$ cat config.mk
export PLATFORM = sky130hd
export DESIGN_NAME = pwm_capture
export DESIGN_NICKNAME = d
export VERILOG_FILES = /design/src/rtl/fan_pkg.sv /design/src/rtl/edge_sync.sv /design/src/rtl/pwm_capture.sv
export SDC_FILE = /design/constraint.sdc
export NUM_CORES = 1
export LEC_CHECK = 0
export BUFFER_PORTS_ARGS = -buffer_cell sky130_fd_sc_hd__buf_2
export CORE_MARGIN = 3
export CORE_UTILIZATION = 60
export DETAILED_ROUTE_END_ITERATION = 12
export PLACE_DENSITY_LB_ADDON = 0.25
export SLEW_MARGIN = 40
export SYNTH_ARGS = -nofsm -noshare
export SYNTH_HDL_FRONTEND = slang
export SYNTH_SLANG_ARGS = --single-unit
$ cat constraint.sdc
create_clock -name clk -period 23 [get_ports clk]
set_input_delay 2.3 -clock clk [delete_from_list [all_inputs] [get_ports clk]]
set_output_delay 2.3 -clock clk [all_outputs]
set_load 0.05 [all_outputs]
$ cat src/rtl/fan_pkg.sv
// Shared fan-control definitions: one-hot fan levels and the duty-cycle
// thresholds (in sixteenths) that separate them.
package fan_pkg;

  // One-hot fan level encoding shared with the fan controller.
  localparam logic [7:0] S_IDLE = 8'b0000_0001;
  localparam logic [7:0] S_1    = 8'b0000_0010;
  localparam logic [7:0] S_2    = 8'b0000_0100;
  localparam logic [7:0] S_3    = 8'b0000_1000;
  localparam logic [7:0] S_4    = 8'b0001_0000;
  localparam logic [7:0] S_5    = 8'b0010_0000;
  localparam logic [7:0] S_6    = 8'b0100_0000;
  localparam logic [7:0] S_7    = 8'b1000_0000;

  // Duty thresholds in sixteenths; element 0 is the lowest threshold.
  localparam int N_THR = 7;
  localparam logic [N_THR-1:0][3:0] THRESHOLDS =
    {4'd15, 4'd13, 4'd11, 4'd9, 4'd7, 4'd5, 4'd1};

  // One-hot encoding of a 0..7 fan level.
  function automatic logic [7:0] level_onehot(input logic [2:0] lvl);
    return 8'b0000_0001 << lvl;
  endfunction

endpackage

$ cat src/rtl/edge_sync.sv
// Synchronizes the asynchronous PWM pin and produces one-cycle rise/fall
// strobes. Defining PWM_CAP_GLITCH_FILTER_EN adds a filter that accepts a
// new level only after 4 consecutive equal samples.
module edge_sync (
  input  logic clk,
  input  logic reset_p,
  input  logic pwm_in,
  output logic level,
  output logic rise,
  output logic fall
);

  logic s1, s2;

  // Two-flop synchronizer for the asynchronous pin.
  always_ff @(posedge clk or posedge reset_p) begin
    if (reset_p) begin
      s1 <= 1'b0;
      s2 <= 1'b0;
    end else begin
      // NOTE: non-blocking so s2 takes the previous s1, giving a real two-stage chain.
      s1 <= pwm_in;
      s2 <= s1;
    end
  end

`ifdef PWM_CAP_GLITCH_FILTER_EN
  logic [1:0] run;

  // Accept a new level only after four consecutive differing samples.
  always_ff @(posedge clk or posedge reset_p) begin
    if (reset_p) begin
      level <= 1'b0;
      rise  <= 1'b0;
      fall  <= 1'b0;
      run   <= 2'd0;
    end else begin
      rise <= 1'b0;
      fall <= 1'b0;
      if (s2 == level) begin
        run <= 2'd0;
      end else if (run == 2'd3) begin
        level <= s2;
        rise  <= s2;
        fall  <= ~s2;
        run   <= 2'd0;
      end else begin
        run <= run + 2'd1;
      end
    end
  end
`else
  // Track the synchronized level and strobe on every change.
  always_ff @(posedge clk or posedge reset_p) begin
    if (reset_p) begin
      level <= 1'b0;
      rise  <= 1'b0;
      fall  <= 1'b0;
    end else begin
      rise <= 1'b0;
      fall <= 1'b0;
      if (s2 != level) begin
        level <= s2;
        rise  <= s2;
        fall  <= ~s2;
      end
    end
  end
`endif

endmodule

$ cat src/rtl/pwm_capture.sv
// PWM capture: measures high time and period of a PWM input in clocks,
// decodes the duty cycle into a one-hot fan level and flags loss of signal.
// Optional macro PWM_CAP_GLITCH_FILTER_EN enables the input glitch filter
// inside edge_sync.
module pwm_capture
  import fan_pkg::*;
#(
  parameter int SYS_FREQ    = 125,        // MHz, informational only
  parameter int W           = 24,
  parameter int TIMEOUT_CYC = 1_250_000
) (
  input  logic         clk,
  input  logic         reset_p,
  input  logic         pwm_in,
  output logic [W-1:0] high_cnt,
  output logic [W-1:0] period_cnt,
  output logic         meas_valid,
  output logic [7:0]   state,
  output logic         timeout
);

  if (TIMEOUT_CYC < 2 || SYS_FREQ < 1) begin : g_param_check
    $error("pwm_capture: TIMEOUT_CYC must be >= 2 and SYS_FREQ >= 1");
  end

  localparam int IW = $clog2(TIMEOUT_CYC + 1);
  localparam logic [IW-1:0] IDLE_MAX  = IW'(TIMEOUT_CYC);
  localparam logic [IW-1:0] IDLE_LAST = IW'(TIMEOUT_CYC - 1);

  typedef enum logic {DISARMED, ARMED} meas_state_t;

  logic          level, rise, fall;
  logic [W-1:0]  cnt, high_latch;
  logic [IW-1:0] idle;
  logic          timeout_hit;
  logic          load;
  meas_state_t   meas_q, meas_d;
  logic [2:0]    lvl;
  logic [W+3:0]  high_x16, per_ext, prod;

  edge_sync u_edge_sync (
    .clk     (clk),
    .reset_p (reset_p),
    .pwm_in  (pwm_in),
    .level   (level),
    .rise    (rise),
    .fall    (fall)
  );

  // Idle time reaches the limit this cycle only if no edge arrives with it.
  assign timeout_hit = !(rise || fall) && (idle == IDLE_LAST);

  // Free-running period counter (restarts at 1 on rise) and high-time latch.
  always_ff @(posedge clk or posedge reset_p) begin
    if (reset_p) begin
      cnt        <= '0;
      high_latch <= '0;
    end else begin
      if (rise)
        cnt <= W'(1);
      else if (cnt != '1)
        cnt <= cnt + W'(1);
      if (fall)
        high_latch <= cnt;
    end
  end

  // Clocks since the last edge of either polarity, saturating at the limit.
  always_ff @(posedge clk or posedge reset_p) begin
    if (reset_p)
      idle <= '0;
    else if (rise || fall)
      idle <= '0;
    else if (idle != IDLE_MAX)
      idle <= idle + IW'(1);
  end

  // Arming state register.
  always_ff @(posedge clk or posedge reset_p) begin
    if (reset_p)
      meas_q <= DISARMED;
    else
      meas_q <= meas_d;
  end

  // First rise arms; later rises publish a measurement; timeout disarms.
  always_comb begin
    // NOTE: defaults first so every path assigns every output and no latch is inferred.
    meas_d = meas_q;
    load   = 1'b0;
    case (meas_q)
      DISARMED: if (rise) meas_d = ARMED;
      ARMED: begin
        if (rise)
          load = 1'b1;
        else if (timeout_hit)
          meas_d = DISARMED;
      end
      default: meas_d = DISARMED;
    endcase
  end

  // Publish measurement results with a one-cycle valid pulse.
  always_ff @(posedge clk or posedge reset_p) begin
    if (reset_p) begin
      high_cnt   <= '0;
      period_cnt <= '0;
      meas_valid <= 1'b0;
    end else begin
      meas_valid <= load;
      if (load) begin
        high_cnt   <= high_latch;
        period_cnt <= cnt;
      end
    end
  end

  // Duty level: count thresholds t with 16*high >= t*period (shift-add only).
  always_comb begin
    lvl      = 3'd0;
    prod     = '0;
    high_x16 = {high_cnt, 4'b0000};
    per_ext  = {4'b0000, period_cnt};
    for (int t = 0; t < N_THR; t++) begin
      prod = '0;
      for (int b = 0; b < 4; b++)
        if (THRESHOLDS[t][b]) prod = prod + (per_ext << b);
      if (high_x16 >= prod) lvl = lvl + 3'd1;
    end
  end

  // Timeout flag: set when idle hits the limit, cleared by the next rise.
  always_ff @(posedge clk or posedge reset_p) begin
    if (reset_p)
      timeout <= 1'b0;
    else if (rise)
      timeout <= 1'b0;
    else if (timeout_hit)
      timeout <= 1'b1;
  end

  // Fan level: follows the new measurement, or the stuck level on timeout.
  always_ff @(posedge clk or posedge reset_p) begin
    if (reset_p)
      state <= S_IDLE;
    else if (timeout_hit)
      state <= level ? S_7 : S_IDLE;
    else if (meas_valid)
      state <= level_onehot(lvl);
  end

endmodule

==> flow_summary.ini, run 1 <==
[status]
status = finished clean

[hold_path]
whs_endpoint = u_edge_sync.s2$_DFF_PP0_
min_path_type = reg2reg
hold_depth = 0
worstHoldStart = u_edge_sync.s1$_DFF_PP0_

[timing]
hold_viol_final = 0
tns_ns = 0
finalCritPeriodShare_pct = 43.83
tightest_slew_ns = 0.8525
max_freq_mhz = 99.20
holdWs_ns = 0.3392
slew-limit-headroom_pct = 42.45
rsz0062_at_grt = false
report.final.setup_viol = 0
maxSlewViolCount = 0
clock_skew_ns = 0.01416
min_period_ns = 10.08

[synth]
async_reset_ff_share_pct = 100.0
synth_area_mm2 = 0.01686
ys_ff_latch = 133
yosysWarnings = 0
avgSynthCellArea_um2 = 8.606
syn-num-nets = 2306
yosys.area.top_type_share_pct = 25.01
yosys.cell_types.count = 82
synthTopCellsByArea = ha_1 (25%), dfrtp_1 (20%), xnor2_1 (4.8%)
synth_ff_type = dfrtp_1
synthCells = 1959
yosysSeqAreaShare_pct = 19.75
synth_top_area_cell = ha_1
synth_edf_count = 0

[cells_and_area]
utilization_pct = 66.96
area_growth_pct = 8.238
finalNonFillerCells = 2424
drive_gt1_share_pct = 10.14
fin_nets = 2386
diodes = 0

[global_routing]
grt_first_pass_wirelength_mm = 72.22
grt_max_degree = 79
track_usage_pct = 29.09
grt_pass1_vias = 14730
antenna_found_initial = 0
grt_overflow_total = 0

[die]
initial_utilization_pct = 61.86
core_mm2 = 0.02725
die_y_um = 173.6
fp.dieArea_mm2 = 0.03015
num_io_pins = 61
fp.dieW_um = 173.6
rows = 60

[place]
dpl.hpwl_mm = 35.53
io_buffers = 60
gp_congestion = 0.9335
place_inst = 2392

[clock_network]
cts_tree = done
clk_pin_slew_worst_paths_ns = 0.07
post_cts_buffers = 0
clock_latency_ns = 0.42
cts.root.buffer_cell = clkbuf_16
htree_num_levels = 4
clockBufferDepth = 2
clock_sinks = 133
ctsHoldBuffers = 0
cts_resized = 0
cts_buffers = 17

[critical_path]
path_class = reg2reg
crit_top_cell = ha_1
crit_arrival_ns = 10.42
endpoint_kind = flip-flop
rrSetupSlack_ns = 12.92
r2r-start = period_cnt[2]$_DFFE_PP0P_
startpoint_type = flip-flop
slowest_delay_ns = 0.69
crit_required_ns = 23.34
crit_fanout = 11
ff2ff_path_depth = 39
timing.rr.end = state[7]$_DFFE_PP0P_
cpMaxStageDelayCell = a2111oi_1

[drt]
first_pass_iters = 5
drc_errors = 0
wl_per_cell_um = 18.57
routed_wl_mm = 45.01
vias = 15230
ant_nets = 0
via_per_inst = 6.282
drt_iter0_drc = 1010

[power]
leakagePower_nw = 9.540
vdd_drop_max_mv = 0.2661
p_per_area_mw_per_mm2 = 101.9

[job]
cap_violations = 0
==> sequential cells by signal, summed over array words and instances (netlist names) <==
signal and cells:
period_cnt 24, idle 21, high_latch 24, high_cnt 24
u_edge_sync.level 1, state 8, u_edge_sync.fall 1, timeout 1
u_edge_sync.rise 1, u_edge_sync.s1 1, u_edge_sync.s2 1, meas_valid 1
meas_q 1, cnt 24
==> through the flow <==
| step | instance area, um^2 | total power, mW | setup WS [ns] |
|---|---|---|---|
| finish | 18250 | 1.859 | 12.92 |
| global route | 18250 | 2.005 | 12.09 |
| CTS | 18250 | 1.851 | 12.98 |
| detailed placement | 17710 | 1.589 | 13.06 |
| global placement | 17700 | 1.553 | 13.33 |
| floorplan | 16860 | 1.311 | 13.67 |
==> worst max path at each step <==
stage / startpoint / to / slack, ns / depth (start not counted)
2_1_floorplan: period_cnt[1]$_DFFE_PP0P_ / state[7]$_DFFE_PP0P_ / 13.67 / 38
3_3_place_gp: period_cnt[1]$_DFFE_PP0P_ / state[7]$_DFFE_PP0P_ / 13.33 / 38
3_5_place_dp: period_cnt[1]$_DFFE_PP0P_ / state[7]$_DFFE_PP0P_ / 13.06 / 39
4_1_cts: period_cnt[1]$_DFFE_PP0P_ / state[7]$_DFFE_PP0P_ / 12.98 / 39
5_1_grt: period_cnt[1]$_DFFE_PP0P_ / state[7]$_DFFE_PP0P_ / 12.09 / 39
6_report: period_cnt[2]$_DFFE_PP0P_ / state[7]$_DFFE_PP0P_ / 12.92 / 39
==> kinds of logic (layout without fill, tap and decap cells) <==
kind of cell	after synthesis	after routing	synth area share (%)
simple gates	560	560	16.43
mux	54	54	3.585
buf+inv	132	225	2.939
xor+xnor	190	190	10.31
compound gates	546	546	21.14
fa+ha+maj	344	344	25.84
flops	133	133	19.75
==> cells in the mapped netlist, types with 5 or more instances <==
library cell  instances
o211a_1               5
o2111ai_1             6
o21a_1               31
xor2_1               91
nand3_1              50
clkbuf_1             16
a31o_2                7
nor2b_1              25
a221o_1               5
a211oi_1             20
nand4_1              26
a21oi_1             147
nand3b_1              5
o31ai_1              11
o31a_1                6
o21bai_1             16
mux2_2               51
ha_1                337
dfrtp_1             132
nor2_1              147
nand2_1             128
inv_1               113
a21o_1               78
and3_1               28
a211o_1               8
a31oi_1              12
and4_1                6
and2_1               10
or2_2                23
nor3_1               41
fa_1                  7
nand2b_1             34
or3_1                16
a2111oi_0             5
o21ai_0             126
xnor2_1              92
o211ai_1             14
==> worst max-delay path: cells and delay by family, from the launching register on <==
| kind | cells | cell delay (ns) |
|---|---|---|
| AOI/OAI and AO/OA | 16 | 3.71 |
| xor gates and xnor gates | 4 | 0.88 |
| adders and majority gates | 7 | 2.13 |
| buffers and inverters | 2 | 0.28 |
| DFF | 1 | 0.65 |
| muxes | 2 | 0.50 |
| and+or+nand+nor | 8 | 1.83 |
==> power by group <==
part	total, mW	switching [mW]	internal, mW
sequential	0.308	0.0487	0.260
clock	0.247	0.106	0.141
combinational	1.30	0.720	0.584
==> cell usage in the layout (no fill, tap or decap), drive strengths merged, types with 92 or more instances in the layout <==
cell type	Yosys	routed
inv	113	116
a21oi	147	147
ha	337	337
dfrtp	132	132
nand2	128	128
xnor2	95	95
xor2	92	92
o21ai	129	129
nor2	147	147
==> routing by layer <==
metal / up-vias / wire length (um) / GRT usage, %
li1: 7365 / - / -
met1: 7311 / 20000 / 38.90
met2: 462 / 20890 / 48.66
met3: 89 / 2712 / 3.636
met4: 0 / 1411 / 10.22
met5: - / 0 / 0
==> layout make-up <==
class | count | area (um^2)
clock buffer | 18 | 439.2
clock inverter | 14 | 102.6
fill | 2285 | 9004
inverter | 115 | 436.7
multi-input combinational | 1694 | 13030
sequential | 133 | 3331
tap | 372 | 465.4
timing repair buffer | 78 | 439.2
Note: power is estimated with default switching activity, not from simulation.
==> run 2, diff against run 1 <==
- clock period: 23 -> 9.85 ns (I/O delays scaled with it)
==> flow_summary.ini, run 2 (same netlist as run 1, synthesis figures left out) <==
[critical_path]
startpoint_type = flip-flop
slowest_delay_ns = 0.45
path_class = reg2reg
r2r-start = period_cnt[2]$_DFFE_PP0P_
cpMaxStageDelayCell = a2111oi_4
critPathLaunch = period_cnt[2]$_DFFE_PP0P_
crit_top_cell = ha_1
crit_required_ns = 10.20
crit_arrival_ns = 9.73
endpoint_kind = flip-flop
crit_fanout = 6

[hold_path]
min_path_type = reg2reg
worstHoldStart = u_edge_sync.s1$_DFF_PP0_

[power]
p_int_mw = 2.344
p_comb_share_pct = 70.8
switching_share_pct = 47.58
leakagePower_nw = 9.640
p_per_area_mw_per_mm2 = 242.3
switchingPower_mw = 2.128
clkPwrFrac_pct = 13.5
vdd_drop_max_mv = 0.5305
seqPwrFrac_pct = 15.7

[place]
dpl.hpwl_mm = 36.13
pre_cts_slack_ns = 0.1201
placed_area_mm2 = 0.01780
place_inst = 2405
io_buffers = 60
gp_congestion = 0.9501

[timing]
max_freq_mhz = 106.6
tightest_slew_ns = 0.7255
tns_ns = 0
maxSlewViolCount = 0
finalCritPeriodShare_pct = 95.23
timing.final.ws_setup_ns = 0.4703
report.final.setup_viol = 0
clock_skew_ns = 0.01233
hold_viol_final = 0
slew-limit-headroom_pct = 51.19
rsz0062_at_grt = false
min_period_ns = 9.380

[global_routing]
grt_use_met3_pct = 4.687
antenna_found_initial = 1
use_met2_pct = 50.75
grt_max_degree = 74
grtUsageMet1_pct = 39.09
grt_pass1_vias = 15300
grt_first_pass_wirelength_mm = 74.17
busiest_layer = met2
grt_overflow_total = 0
track_usage_pct = 29.87

[die]
num_io_pins = 61
fp.dieW_um = 173.6
core_mm2 = 0.02725
initial_utilization_pct = 61.86
die_y_um = 173.6
fp.dieArea_mm2 = 0.03015
rows = 60

[drt]
via_per_inst = 6.266
vias = 15290
wl_per_cell_um = 18.83
routed_wl_mm = 45.94
first_pass_iters = 5
drc_errors = 0
ant_nets = 0
drt_iter0_drc = 1089

[clock_network]
htree_num_levels = 4
clk_pin_slew_worst_paths_ns = 0.07
clock_sinks = 133
cts_buffers = 17
clockBufferDepth = 2
ctsHoldBuffers = 0
cts.root.buffer_cell = clkbuf_16
cts_tree = done
clock_latency_ns = 0.43

[cells_and_area]
layout_common_cells = ha_1 (337), nor2_1 (147), a21oi_1 (146)
regArea_mm2 = 0.003333
utilization_pct = 67.73
final_area_mm2 = 0.01846
area_growth_pct = 9.485
multi_input_area_mm2 = 0.01310
final_common_cell = ha_1
drive_gt1_share_pct = 11.36
diodes = 0
nFillCells = 2229
finalNonFillerCells = 2440
fin_nets = 2402

[job]
cap_violations = 0

[status]
status = finished clean
==> run 2: power by group through the flow <==
stage / logic (mW) / registers, mW / clock network [mW]
floorplan: 2.30 / 0.763 / 0
global placement: 2.90 / 0.709 / 0
detailed placement: 3.05 / 0.712 / 0
CTS: 3.07 / 0.703 / 0.615
global route: 3.44 / 0.712 / 0.639
finish: 3.17 / 0.703 / 0.603
==> run 2: critical path: cells and delay by family (launching register included) <==
kind            cells  cell delay (ns)
mux                 3             0.90
buf+inv             2             0.20
flops               1             0.42
fa+ha+maj           7             2.11
compound gates     17             3.56
simple gates        6             1.36
xor+xnor            3             0.73
==> run 2: final cells by class <==
class                   instances  share of cell area (%)
flip-flops and latches        133                   18.06
well taps                     372                   2.522
multi-input cells            1694                   70.95
inverters                     115                   2.366
clock inverters                15                  0.7660
repair buffers                 94                   3.030
clock buffers                  17                   2.305
==> run 2: metrics by stage <==
stage	hold slack [ns]	power (mW)
CTS	0.3532	4.384
floorplan	0.3312	3.061
global placement	0.3346	3.607
finish	0.3495	4.473
global route	0.3560	4.788
detailed placement	0.3389	3.760
==> run 2: timing repair <==
item | CTS | global route
buffers inserted | 0 | 3
setup endpoints to repair | 0 | 8
resized for setup | 0 | 16
==> run 2: per-layer routing <==
metal  part of all wire [%]  routed length, um  up-vias
met3                    6.7               3090       86
met5                  0.063                 29        -
met1                     44              20070     7353
li1                       -                  -     7391
met4                    2.8               1273        4
met2                     47              21480      454
==> run 2: final timing paths <==
check,to,slack [ns],cells after the start
worst max-delay path,state[7]$_DFFE_PP0P_,0.47,38
worst min-delay path,u_edge_sync.s2$_DFF_PP0_,0.35,0
worst max register to register,state[7]$_DFFE_PP0P_,0.47,38
worst min register to register,u_edge_sync.s2$_DFF_PP0_,0.35,0
max in group asynchronous,u_edge_sync.rise$_DFF_PP0_,8.18,3
min in group asynchronous,high_latch[2]$_DFFE_PP0P_,0.67,2
